[config.mk]
export PLATFORM = sky130hd
export DESIGN_NAME = spi_slave_fsm
export DESIGN_NICKNAME = d
export VERILOG_FILES = /design/src/rtl/spi_slave_fsm.sv
export SDC_FILE = /design/constraint.sdc
export NUM_CORES = 1
export LEC_CHECK = 0
export ABC_CLOCK_PERIOD_IN_PS = 4150
export CORE_MARGIN = 2
export CORE_UTILIZATION = 45
export DETAILED_ROUTE_END_ITERATION = 10
export PLACE_DENSITY = 0.78
export SYNTH_ARGS = -nofsm -noshare
export SYNTH_HDL_FRONTEND = slang
export SYNTH_SLANG_ARGS = --single-unit
[constraint.sdc]
create_clock -name clk -period 4.15 [get_ports clk]
set_input_delay 0.6225 -clock clk [delete_from_list [all_inputs] [get_ports clk]]
set_output_delay 0.6225 -clock clk [all_outputs]
set_load 0.02 [all_outputs]
[src/rtl/spi_slave_fsm.sv]
`default_nettype none
// ============================================================================
// Module      : spi_slave_fsm
// Description : Transaction controller for the SPI slave path. Counts
//               conditioned SCLK edge strobes, decodes the read/write bit of
//               the address byte and sequences the address latch, the shift
//               register parallel load, the data memory write and the MISO
//               output enable.
// Revision    : 1.0 - initial release
// ----------------------------------------------------------------------------
// Parameters
//   BITS        bits per SPI byte (1..15, the bit counter is 4 bits wide)
// Ports
//   clk         in   system clock, all state updates on posedge
//   resetN      in   asynchronous active-low reset
//   sclkPosedge in   one-clk strobe per conditioned SCLK rising edge
//   sclkNegedge in   one-clk strobe per conditioned SCLK falling edge
//   chipSel     in   conditioned chip select, active low
//   rwBit       in   shift register LSB after the address byte, 1 = read
//   addrWe      out  one-cycle pulse, latch the address byte
//   srWe        out  one-cycle pulse, parallel-load the shift register
//   dmWe        out  one-cycle pulse, write shift register to data memory
//   misoBufe    out  MISO driver enable, high for the whole read data phase
//   abortFlag   out  sticky abort indication (only with SPI_FSM_ABORT_EN)
// Build option
//   SPI_FSM_ABORT_EN  adds the abortFlag output
// ============================================================================
module spi_slave_fsm #(
  parameter int BITS = 8
) (
  input  logic clk,
  input  logic resetN,
  input  logic sclkPosedge,
  input  logic sclkNegedge,
  input  logic chipSel,
  input  logic rwBit,
  output logic addrWe,
  output logic srWe,
  output logic dmWe,
  output logic misoBufe
`ifdef SPI_FSM_ABORT_EN
  ,
  output logic abortFlag
`endif
);

  typedef enum logic [2:0] {
    ST_IDLE      = 3'd0,
    ST_GET       = 3'd1,
    ST_GOT       = 3'd2,
    ST_READ_LOAD = 3'd3,
    ST_READ      = 3'd4,
    ST_WRITE     = 3'd5,
    ST_WRITE_DM  = 3'd6,
    ST_DONE      = 3'd7
  } state_t;

  // Terminal count of the 4-bit bit counter.
  localparam logic [3:0] CNT_LAST = 4'(BITS);

  state_t     state;
  state_t     state_nxt;
  logic [3:0] cnt;
  logic [3:0] cnt_nxt;
  logic [3:0] cnt_inc;

  assign cnt_inc = cnt + 4'd1;

  // --------------------------------------------------------------------------
  // Next-state and counter logic. The counting states leave on the very
  // strobe that brings the counter to CNT_LAST, so the counter never wraps.
  // Chip select deasserted overrides every transition and every strobe.
  // --------------------------------------------------------------------------
  always_comb begin
    state_nxt = state;
    cnt_nxt   = cnt;
    if (chipSel) begin
      state_nxt = ST_IDLE;
      cnt_nxt   = 4'd0;
    end else begin
      case (state)
        ST_IDLE: begin
          state_nxt = ST_GET;
          cnt_nxt   = 4'd0;
        end
        ST_GET: begin
          // Address byte is shifted on SCLK rising edges only.
          if (sclkPosedge) begin
            cnt_nxt = cnt_inc;
            if (cnt_inc == CNT_LAST) begin
              state_nxt = ST_GOT;
            end
          end
        end
        ST_GOT: begin
          if (rwBit) begin
            state_nxt = ST_READ_LOAD;
          end else begin
            state_nxt = ST_WRITE;
            cnt_nxt   = 4'd0;
          end
        end
        ST_READ_LOAD: begin
          state_nxt = ST_READ;
          cnt_nxt   = 4'd0;
        end
        ST_READ: begin
          // Read data is driven out on SCLK falling edges.
          if (sclkNegedge) begin
            cnt_nxt = cnt_inc;
            if (cnt_inc == CNT_LAST) begin
              state_nxt = ST_DONE;
            end
          end
        end
        ST_WRITE: begin
          if (sclkPosedge) begin
            cnt_nxt = cnt_inc;
            if (cnt_inc == CNT_LAST) begin
              state_nxt = ST_WRITE_DM;
            end
          end
        end
        ST_WRITE_DM: begin
          state_nxt = ST_DONE;
        end
        ST_DONE: begin
          state_nxt = ST_DONE;
        end
        default: begin
          state_nxt = ST_IDLE;
          cnt_nxt   = 4'd0;
        end
      endcase
    end
  end

  // --------------------------------------------------------------------------
  // State register. Outputs are registered decodes of the state being
  // entered, so each output is a pure function of the current state while
  // still changing on the same edge as the state itself.
  // --------------------------------------------------------------------------
  always_ff @(posedge clk or negedge resetN) begin
    if (!resetN) begin
      state    <= ST_IDLE;
      cnt      <= 4'd0;
      addrWe   <= 1'b0;
      srWe     <= 1'b0;
      dmWe     <= 1'b0;
      misoBufe <= 1'b0;
    end else begin
      state    <= state_nxt;
      cnt      <= cnt_nxt;
      addrWe   <= (state_nxt == ST_GOT);
      srWe     <= (state_nxt == ST_READ_LOAD);
      dmWe     <= (state_nxt == ST_WRITE_DM);
      misoBufe <= (state_nxt == ST_READ);
    end
  end

`ifdef SPI_FSM_ABORT_EN
  // Sticky abort flag: a chip-select release in any active state before the
  // transaction reached DONE marks the transaction as aborted. Releasing
  // chip select in DONE or IDLE is a normal end and leaves the flag alone.
  logic abort_seen;

  assign abort_seen = chipSel &&
                      (state != ST_IDLE) && (state != ST_DONE);

  always_ff @(posedge clk or negedge resetN) begin
    if (!resetN) begin
      abortFlag <= 1'b0;
    end else if (abort_seen) begin
      abortFlag <= 1'b1;
    end else if ((state == ST_IDLE) && !chipSel) begin
      abortFlag <= 1'b0;
    end
  end
`else
  // Without the abort option an early chip-select release simply returns
  // the controller to IDLE and no status is retained.
`endif

endmodule

`default_nettype wire
# == After elaboration in Yosys (flattened, before gate mapping) ==
# Index checks and enable logic that the tools add are counted.
# word_totals
reg_bits,11
latchBits,0
ramBits,0
romBits,0
wordCells,42
mem_count,0
# op_classes
addsub,1
n_mul,0
div,0
n_lt_le_gt_ge,0
eq_ne,15
shift,0
mux,14
n_bitwise,0
reduce_logical,6
# ops
operator,n
$mux 3,8
$pmux 3 s7,1
$eq 3x3->1 const B,6
$mux 4,4
$pmux 4 s4,1
$eq 3x2->1 const B,4
$ne 3x3->1 const B,2
$reduce_or 2->1,3
$reduce_bool 5->1,1
$add 4x1->4 const B,1
$eq 4x4->1 const B,1
$reduce_and 4->1,1
$eq 3x1->1 const B,1
$logic_not 3->1,1
$ne 3x1->1 const B,1

# == Logic depth before layout (Yosys ltp) ==
# Gate-level depths: netlist of the first run.
# logic_depth
word_depth,7
ltp_mapped,6

# == Least setup slack after synthesis of the first run ==
# OpenSTA, ideal clock, no wires.
# synth_path
kind,input -> register
start,input sclkNegedge
end,register dmWe
setup_time_ns,0.131
arrival_time_ns,1.329
required_time_ns,4.019
slack_ns,2.689
cell_stages,4
n_path_buf,0
cell_sequence,nand3_1 a21o_1 a211o_2 nor3b_2
# synth_via
elab_chain_cells,4
# synth_lines
item,line_no,source
from (decl),34,"input logic sclkNegedge,"
$mux 3,109,if (sclkNegedge) begin
$pmux 3 s7,81,case (state)
$mux 3,77,if (chipSel) begin
$eq 3x3->1,156,dmWe <= (state_nxt == ST_WRITE_DM);
to (signal assigned),156,
to (decl),39,"output logic dmWe,"
# Every way passes these cells.
# A chain may end at the register's enable or synchronous reset.

# == Worst setup path in the final report of the first run ==
# layout_path
start,input sclkNegedge
end,register cnt[2]
# layout_via
elab_chain_cells,2
# layout_lines
item,line_no,source
$ne 3x3->1 (no line),-,
$reduce_and 4->1 (no line),-,
to (signal assigned),153,cnt <= cnt_nxt;
to (decl),63,logic [3:0] cnt;
# Every way passes these cells.

==> reports/results.txt, run 1 <==
Leak Pwr = 0.328 nW
Initial Util = 48.7%
Layout fillers = 131
DR vias/cell = 5.55
Mux share of post-synthesis cell area = 1.78%
Root Buffer = clkbuf_4
Arrival time at the worst endpoint = 2.07 ns
Num ports = 10
First-pass GRT wire length = 1930 um
Wl on met1 = 529 um
Postcts setup bufs = 0
Synth Warn # = 0
Port bufs = 9
Average wire per standard cell = 12.9 um
Post-cts resize count = 0
Iteration-0 DRC Markers = 13
Worst Hold Class = reg2reg
Synthesized Nets = 64
Largest net degree at the start of global routing = 12
Reg2Reg Depth = 5
Setup crit start = sclkNegedge
Most common flop cell mapped by yosys = dfrtp_1
FF-to-FF setup slack = 2.54 ns
RePlAce Congestion = 0.714
Die Area = 0.00172 mm^2
Core area = 0.00130 mm^2
Via Count = 461
Async SR Flop Fraction = 100%
Longest Clk Path Bufs = 2
Worst EP required = 4.36 ns
Synth unique cells = 31
Final HPWL DP = 816 um
Cells after synthesis = 57
Final Util = 57.8%
Post-synth EDFFs = 0
Slew Viols, Final = 0
R2r endpoint = addrWe$_DFF_PN0_
Post-Synth XOR/XNOR Area = 1.38%
Synth Area in Compound Gates = 21.3%
Register area share after synthesis = 43.5%
Period minus WS final = 1.86 ns
Grt total ovfl = 0
Worst Slack Setup Final = 2.29 ns
Cell type with the largest total area after synthesis = dfrtp_1
Worst Tran Pin Value = 0.480 ns
Reg clk slew, reported paths = 0.07 ns
Highest metal used = met3
Met2 wire length = 505 um
Post-Route WL = 1070 um
Vias in the first global route = 457
Num CTS Buffers = 3
Initial antenna violation count = 0
Die Span X = 41.5 um
Top post-synthesis cells by area = dfrtp_1 (43%), a2111oi_4 (4.3%), nor2_1 (3.6%)
Area share of the largest cell type after synthesis = 43.5%
FF+latch count, synth = 11
Hold Fails Final Rpt = 0
DRT Pass-1 Iters = 3
GRT Util Overall = 14.6%
Worst setup SP type = primary input
Final setup fails = 0
Sink Count = 11
Syn Std Cell Area = 633 um^2
Max-Cap Viols = 0
Period utilisation layout = 44.9%
Skew-Pair Late Insertion Delay = 0.26 ns
CTS tree = done
Fin Hold WS = 0.582 ns
Hold_buf cts = 0
Setup TNS = 0 ns
Main combinational cell family by area after synthesis = simple AND/OR/NAND/NOR gates
Area growth syn-to-layout = 18.8%
Chip height = 41.5 um
Final nets = 76
Capture point of the critical path = cnt[2]$_DFFE_PN0P_
Kind of critical path = in2reg
Simple-Gate Fraction of Synth Area = 26.9%
Max-slew headroom = 67.9%
RSZ-0062 raised after global routing = no
Residual DRC = 0
Fmax = 0.536 GHz
Total power divided by cell area = 259 mW/mm^2
Mapped Avg Cell Area = 11.1 um^2
Post-Synth Adder-Cell Area = 1.98%
WL met3 = 40 um
# H-tree levels = 1
Antenna Violating Nets Remaining = 0
Peak VDD IR = 0.000148 V
Post-Place Cells = 79
Layout cells sized above 1 = 17.6%
Crit path max fanout = 5
Rows = 13
Clk_skew = 0.00704 ns
Dpl ws = 2.01 ns
Final Instance Count excl. Fillers = 83
Outcome = finished clean
Antenna cells = 0
Reg-to-Reg Start = cnt[1]$_DFFE_PN0P_
CP Capture Type = flip-flop
-- state kept, by name, indices dropped and copies added, names as in the netlist --
register / cells
state: 3
srWe: 1
cnt: 4
misoBufe: 1
dmWe: 1
addrWe: 1
-- cell usage in the layout (no fill, tap or decap) --
cell type         n
dfrtp_1          11
clkdlybuf4s50_1   9
nor2_1            6
nor3b_1           3
nand2_1           3
a21oi_1           3
clkbuf_4          3
nand3b_1          2
nand3_1           2
nor2b_1           2
nand2b_1          2
a22o_1            2
a21bo_2           1
a21o_1            1
a2111oi_2         1
a211o_2           1
nand3b_4          1
a221oi_1          1
o21a_2            1
or2_1             1
inv_1             1
nor3b_2           1
and3_1            1
nor3_2            1
a2111oi_4         1
o21ai_0           1
and3b_1           1
a221o_1           1
xnor2_1           1
mux2_2            1
ha_1              1
clkbuf_1          1
-- per-stage QoR --
step / instance area (um^2) / power [mW]
after detailed placement: 726 / 0.127
after global placement: 726 / 0.126
after global routing: 752 / 0.207
after floorplan: 633 / 0.118
final: 752 / 0.195
after CTS: 752 / 0.199
-- report_power, final --
part,leakage (nW),switching (mW),internal (mW)
registers,0.151,0.00162,0.108
clock network,0.0150,0.0337,0.0371
logic,0.162,0.00723,0.00734
-- logic make-up (layout without fill, tap and decap cells) --
family,count (synthesis),after routing
buf+inv,3,14
mux,1,1
compound gates,14,14
flops,11,11
xor+xnor,1,1
simple gates,26,26
fa+ha+maj,1,1
-- cells in the mapped netlist (all sizes together), types with 2 or more instances --
cell and instances:
nand3b 3, buf 2, a2111oi 2, dfrtp 11
a21oi 3, nand2 3, a22o 2, nor2 6
nand2b 2, nor3b 4, nor2b 2, nand3 2
-- per-layer routing --
layer / vias up / track usage (%)
met5: - / 0
met4: 0 / 1.94
met3: 0 / 6.96
met2: 6 / 23.1
met1: 224 / 18.6
li1: 231 / -
-- area by class of cell --
cell class / instances / area (um^2) / share of cell area, %
repair buffers: 9 / 90.1 / 12.0
clock buffers: 4 / 26.3 / 3.49
well taps: 15 / 18.8 / 2.50
inverters: 1 / 3.75 / 0.499
multi-input cells: 43 / 338 / 44.9
flip-flops and latches: 11 / 275 / 36.6
-- how the worst min path moves through the flow --
stage / from / end / slack (ns) / depth (start not counted)
after floorplan: resetN / addrWe$_DFF_PN0_ / 0.33 / 0
after global placement: cnt[3]$_DFFE_PN0P_ / cnt[3]$_DFFE_PN0P_ / 0.55 / 1
after detailed placement: cnt[3]$_DFFE_PN0P_ / cnt[3]$_DFFE_PN0P_ / 0.56 / 1
after CTS: cnt[3]$_DFFE_PN0P_ / cnt[3]$_DFFE_PN0P_ / 0.57 / 1
after global routing: cnt[1]$_DFFE_PN0P_ / cnt[1]$_DFFE_PN0P_ / 0.62 / 1
final: cnt[3]$_DFFE_PN0P_ / cnt[3]$_DFFE_PN0P_ / 0.58 / 1
-- worst max-delay path, cell delays in order --
cell             delay, ns
clkdlybuf4s50_1       0.54
nand3b_4              0.10
a2111oi_4             0.48
and3b_1               0.22
a221o_1               0.10
Power figures use the tool's default switching activity.
==> run 2: changes to the inputs <==
Settings changed: ABC_CLOCK_PERIOD_IN_PS 4150 to 1940.
Clock period 4.15 ns to 1.94 ns, I/O delays scaled along.
==> run 2 against run 1 <==
Against the previous run: largest cell class unchanged; utilization is the same; clock power grew 110%; sequential power grew 110%; first-iteration DRC count shrank 7.7%; count of clock-buffer cells in the layout is the same; sequential share of layout area is the same; register-to-register slack lost 2.2 ns; worst setup slack lost 1.9 ns; non-clock buffer count is the same; design area is the same; combinational power grew 120%; routed wire length is essentially flat.
==> reports/results.txt, run 2 (synthesis gave the netlist of run 1 again) <==
Outcome = finished clean
Area of the multi-input gates = 338 um^2 (unchanged)
Port bufs = 9 (unchanged)
Reg clk slew, reported paths = 0.07 ns (about the same)
Commonest non-fill, non-tap cell in the layout = dfrtp_1
Post-cts resize count = 0 (unchanged)
Hold_buf cts = 0 (unchanged)
Reg2Reg Depth = 5 (unchanged)
Num ports = 10 (unchanged)
Average wire per standard cell = 13.0 um (about the same)
Hold Fails Final Rpt = 0 (unchanged)
Final HPWL DP = 806 um (-1.1%)
Iteration-0 DRC Markers = 12 (-1)
Num CTS Buffers = 3 (unchanged)
Layout cells sized above 1 = 17.6% (unchanged)
Peak VDD IR = 0.000417 V (+180%)
FF-to-FF setup slack = 0.34 ns (-2.20 ns)
CTS tree = done
Postcts setup bufs = 0 (unchanged)
Die Area = 0.00172 mm^2 (unchanged)
Layout fillers = 117 (-11%)
Worst Slack Setup Final = 0.337 ns (-1.95 ns)
# H-tree levels = 1 (unchanged)
Period utilisation layout = 82.6%
Via Count = 450 (-2.4%)
Leak Pwr = 0.328 nW (unchanged)
Final setup fails = 0 (unchanged)
Sink Count = 11 (unchanged)
Skew-Pair Late Insertion Delay = 0.26 ns (about the same)
Max-slew headroom = 66.0% (-1.9 points)
Setup crit start = cnt[0]$_DFFE_PN0P_
Fmax = 0.624 GHz
Clk_skew = 0.00123 ns (-0.00581 ns)
Post-Place Cells = 79 (unchanged)
Worst Hold Class = in2async
Die Span X = 41.5 um (unchanged)
Fin Hold WS = 0.365 ns (-0.217 ns)
Largest net degree at the start of global routing = 12 (unchanged)
Worst setup SP type = flip-flop
Root Buffer = clkbuf_4
Chip height = 41.5 um (unchanged)
GRT Util Overall = 14.8% (+0.20 points)
Final nets = 76 (unchanged)
Period minus WS final = 1.60 ns
RePlAce Congestion = 0.710 (-0.55%)
Setup TNS = 0 ns (unchanged)
DR vias/cell = 5.42 (-2.4%)
Capture point of the critical path = dmWe$_DFF_PN0_
Rows = 13 (unchanged)
Vias in the first global route = 460 (+0.66%)
Kind of critical path = reg2reg
Antenna cells = 0 (unchanged)
Most frequent cells in the layout = dfrtp_1 (11), clkdlybuf4s50_1 (9), nor2_1 (6)
Initial antenna violation count = 0 (unchanged)
Slew Viols, Final = 0 (unchanged)
Worst EP required = 2.08 ns (-2.28 ns)
FF+latch area = 275 um^2 (unchanged)
Dpl ws = 0.139 ns (-1.87 ns)
Most flop-heavy register = cnt
Grt total ovfl = 0 (unchanged)
Residual DRC = 0 (unchanged)
RSZ-0062 raised after global routing = no
Final Instance Count excl. Fillers = 83 (unchanged)
CP Capture Type = flip-flop
Post-Route WL = 1080 um (about the same)
Worst Tran Pin Value = 0.508 ns (+0.0279 ns)
DRT Pass-1 Iters = 4 (+1)
Reg-to-Reg Start = cnt[0]$_DFFE_PN0P_
Longest Clk Path Bufs = 2 (unchanged)
Crit path max fanout = 5 (unchanged)
R2r endpoint = dmWe$_DFF_PN0_
Max reg flops = 4 (unchanged)
Initial Util = 48.7% (unchanged)
Arrival time at the worst endpoint = 1.74 ns (-0.33 ns)
Total power divided by cell area = 555 mW/mm^2 (+110%)
Max-Cap Viols = 0 (unchanged)
Core area = 0.00130 mm^2 (unchanged)
Regs by FF count = cnt (4), state (3)
Area growth syn-to-layout = 18.8% (unchanged)
Antenna Violating Nets Remaining = 0 (unchanged)
First-pass GRT wire length = 1980 um (+2.9%)
==> run 2: area by class of cell <==
class / instances / area share [%]
Clock buffer: 4 / 3.49
Inverter: 1 / 0.499
Multi-Input combinational cell: 43 / 44.9
Sequential cell: 11 / 36.6
Tap cell: 15 / 2.50
Timing Repair Buffer: 9 / 12.0
==> run 2: worst min path at each step <==
stage / endpoint / cells after the start
2_1_floorplan: addrWe$_DFF_PN0_ / 0
3_3_place_gp: cnt[3]$_DFFE_PN0P_ / 1
3_5_place_dp: cnt[3]$_DFFE_PN0P_ / 1
4_1_cts: cnt[2]$_DFFE_PN0P_ / 1
5_1_grt: cnt[2]$_DFFE_PN0P_ / 1
6_report: cnt[2]$_DFFE_PN0P_ / 1
==> run 2: critical path, cell delays in order, from the launching register on <==
cell and delay [ns]:
dfrtp_1 0.42, ha_1 0.28, nand3_1 0.09, a21o_1 0.16, a211o_2 0.37, nor3b_2 0.16
==> run 2: power breakdown <==
group / leakage, nW / internal [mW] / switching, mW / total [mW]
Combinational: 0.162 / 0.0157 / 0.0157 / 0.0314
Sequential: 0.151 / 0.231 / 0.00338 / 0.234
Clock: 0.0150 / 0.0795 / 0.0721 / 0.152
==> run 2: layer usage <==
metal,GRT usage (%),wire length [um],vias to the layer above
met5,0,0,-
met3,7.39,45,0
li1,-,-,234
met1,18.9,520,210
met2,23.1,508,6
met4,1.94,0,0
==> run 2: metrics by stage <==
| stage | cell area, um^2 | power [mW] | utilization (%) |
|---|---|---|---|
| after floorplan | 633 | 0.253 | - |
| after global placement | 726 | 0.270 | 55.8 |
| after detailed placement | 726 | 0.270 | 55.8 |
| after CTS | 752 | 0.425 | 57.8 |
| after global routing | 752 | 0.441 | 57.8 |
| final | 752 | 0.417 | 57.8 |
==> run 3: changes to the inputs <==
Settings changed: ABC_CLOCK_PERIOD_IN_PS 1940 to 1610.
Clock period 1.94 ns to 1.61 ns, I/O delays scaled along.
==> run 3 against run 2 <==
Against the previous run: worst setup slack worse by 0.26 ns; worst hold slack got worse by 0.069 ns; first-iteration DRC count decreased by 50%; design area increased by 4.8%; clock power rose by 25%; cell count increased by 3.6%; combinational power rose by 33%; die area did not move; routed wire length is 7.2% higher; power is 23% higher; largest power group unchanged; highest routed layer unchanged.
==> reports/results.txt, run 3 (synthesis gave the netlist of run 1 again) <==
Outcome = finished clean
Comb pwr share = 8.1% (+0.6 points)
Rows = 13 (unchanged)
Port bufs = 9 (unchanged)
GRT Util Overall = 16.0% (+1.2 points)
Die Area = 0.00172 mm^2 (unchanged)
Die Span X = 41.5 um (unchanged)
Clock share of power = 36.8% (+0.5 points)
Antenna Violating Nets Remaining = 0 (unchanged)
Layout cells sized above 1 = 23.9% (+6.3 points)
Num CTS Buffers = 3 (unchanged)
First-pass GRT wire length = 2040 um (+2.8%)
Vias in the first global route = 472 (+2.6%)
Leak Pwr = 0.340 nW (+3.6%)
Crit path cell chain = a21bo_2 > a21o_1 > a211o_2 > nor3b_2
Worst Hold Class = in2async
Power, Total = 0.514 mW (+23%)
Fmax = 0.653 GHz (+4.7%)
Dpl ws = -0.148 ns (-0.287 ns)
Initial Util = 48.7% (unchanged)
Regs by FF count = cnt (4), state (3)
Antenna cells = 0 (unchanged)
Max-Cap Viols = 0 (unchanged)
Area growth syn-to-layout = 24.5%
Setup TNS = 0 ns (unchanged)
Slew Viols, Final = 0 (unchanged)
Clk_skew = 0.00391 ns (+0.00268 ns)
Chip height = 41.5 um (unchanged)
Worst EP required = 1.75 ns (-0.33 ns)
Skew-Pair Late Insertion Delay = 0.27 ns (about the same)
Crit path max-delay family = compound AO/OA/AOI/OAI gates
Internal = 0.396 mW (+22%)
Worst setup SP type = flip-flop
Final nets = 79 (+3.9%)
Average wire per standard cell = 13.4 um (+3.4%)
Iteration-0 DRC Markers = 6 (-6)
DRT Pass-1 Iters = 3 (-1)
Via Count = 474 (+5.3%)
CP max-delay cell = dfrtp_1
Final Instance Count excl. Fillers = 86 (+3.6%)
Kind of critical path = reg2reg
Final setup fails = 0 (unchanged)
Reg clk slew, reported paths = 0.07 ns (about the same)
# H-tree levels = 1 (unchanged)
Net Switching = 0.118 mW (+29%)
CTS tree = done
Max reg flops = 4 (unchanged)
Post-Place Cells = 80 (+1.3%)
DR vias/cell = 5.51 (+1.7%)
Num ports = 10 (unchanged)
Max-slew headroom = 67.5% (+1.5 points)
Peak VDD IR = 0.000501 V (+20%)
Critical path buffer and inverter count = 0 (unchanged)
Critical Path Max Stage Delay = 0.45 ns (+0.03 ns)
Worst Tran Pin Value = 0.485 ns (-0.0228 ns)
Root Buffer = clkbuf_4
Grt total ovfl = 0 (unchanged)
Commonest non-fill, non-tap cell in the layout = dfrtp_1
Reg power frac = 55.0% (-1.2 points)
Core area = 0.00130 mm^2 (unchanged)
Largest net degree at the start of global routing = 12 (unchanged)
Residual DRC = 0 (unchanged)
Arrival time at the worst endpoint = 1.68 ns (-0.06 ns)
Total power divided by cell area = 653 mW/mm^2 (+18%)
Most flop-heavy register = cnt
CP Capture Type = flip-flop
Layout fillers = 114 (-2.6%)
Hold Fails Final Rpt = 0 (unchanged)
Initial antenna violation count = 0 (unchanged)
Sink Count = 11 (unchanged)
Most frequent cells in the layout = dfrtp_1 (10), clkdlybuf4s50_1 (9), nor2_1 (6)
Period minus WS final = 1.53 ns (-0.0714 ns)
RePlAce Congestion = 0.728 (+2.5%)
Final HPWL DP = 818 um (+1.5%)
Period utilisation layout = 95.1% (+13 points)
Worst Slack Setup Final = 0.0783 ns (-0.259 ns)
Crit path max fanout = 5 (unchanged)
Post-Route WL = 1150 um (+7.2%)
Longest Clk Path Bufs = 2 (unchanged)
Net Sw Frac = 22.9% (+1.1 points)
==> run 3: cell count changes in the layout (fill, tap and decap cells not counted), sizes merged <==
cell | before | now
buf | 0 | 3
==> run 3: per-layer routing <==
metal,part of all wire [%],vias to the layer above,global-route usage [%]
met4,0,0,7.10
met3,4.0,0,8.26
met2,50,8,22.8
met5,0,-,0
met1,46,231,20.0
li1,-,235,-
==> run 3: worst paths after layout <==
| kind | cells past startpoint | end | from | slack [ns] |
|---|---|---|---|---|
| max reg2reg | 4 | dmWe$_DFF_PN0_ | cnt[0]$_DFFE_PN0P_ | 0.08 |
| max in group asynchronous | 1 | state[0]$_DFF_PN0_ | resetN | 0.95 |
| min reg2reg | 1 | cnt[3]$_DFFE_PN0P_ | cnt[3]$_DFFE_PN0P_ | 0.58 |
| min | 1 | cnt[2]$_DFFE_PN0P_ | resetN | 0.30 |
| max | 4 | dmWe$_DFF_PN0_ | cnt[0]$_DFFE_PN0P_ | 0.08 |
| min in group clk | 1 | cnt[3]$_DFFE_PN0P_ | cnt[3]$_DFFE_PN0P_ | 0.58 |
==> run 3: power by group through the flow <==
stage | registers, mW | clock network (mW) | logic [mW]
after CTS | 0.282 | 0.195 | 0.0405
after global routing | 0.284 | 0.208 | 0.0472
after floorplan | 0.285 | 0 | 0.0193
final | 0.283 | 0.190 | 0.0418
after detailed placement | 0.288 | 0 | 0.0404
after global placement | 0.288 | 0 | 0.0395
==> run 3: final cells by class <==
class / instances / area (um^2) / area share (%)
clock buffers: 4 / 26.3 / 3.33
flip-flops and latches: 11 / 277 / 35.1
well taps: 15 / 18.8 / 2.38
repair buffers: 12 / 113 / 14.3
multi-input cells: 43 / 350 / 44.4
inverters: 1 / 3.75 / 0.476
==> run 3: repair_timing <==
action | CTS | global route
setup buffers | 0 | 2
resized for setup | 0 | 3
hold buffers | 0 | 0
setup endpoints to repair | 0 | 5
==> run 3: per-stage QoR <==
stage | area [um^2] | utilization, % | hold slack, ns
floorplan | 633 | - | -0.0541
global placement | 733 | 56.3 | 0.560
detailed placement | 733 | 56.3 | 0.565
CTS | 759 | 58.4 | 0.313
global route | 788 | 60.6 | 0.363
finish | 788 | 60.6 | 0.297
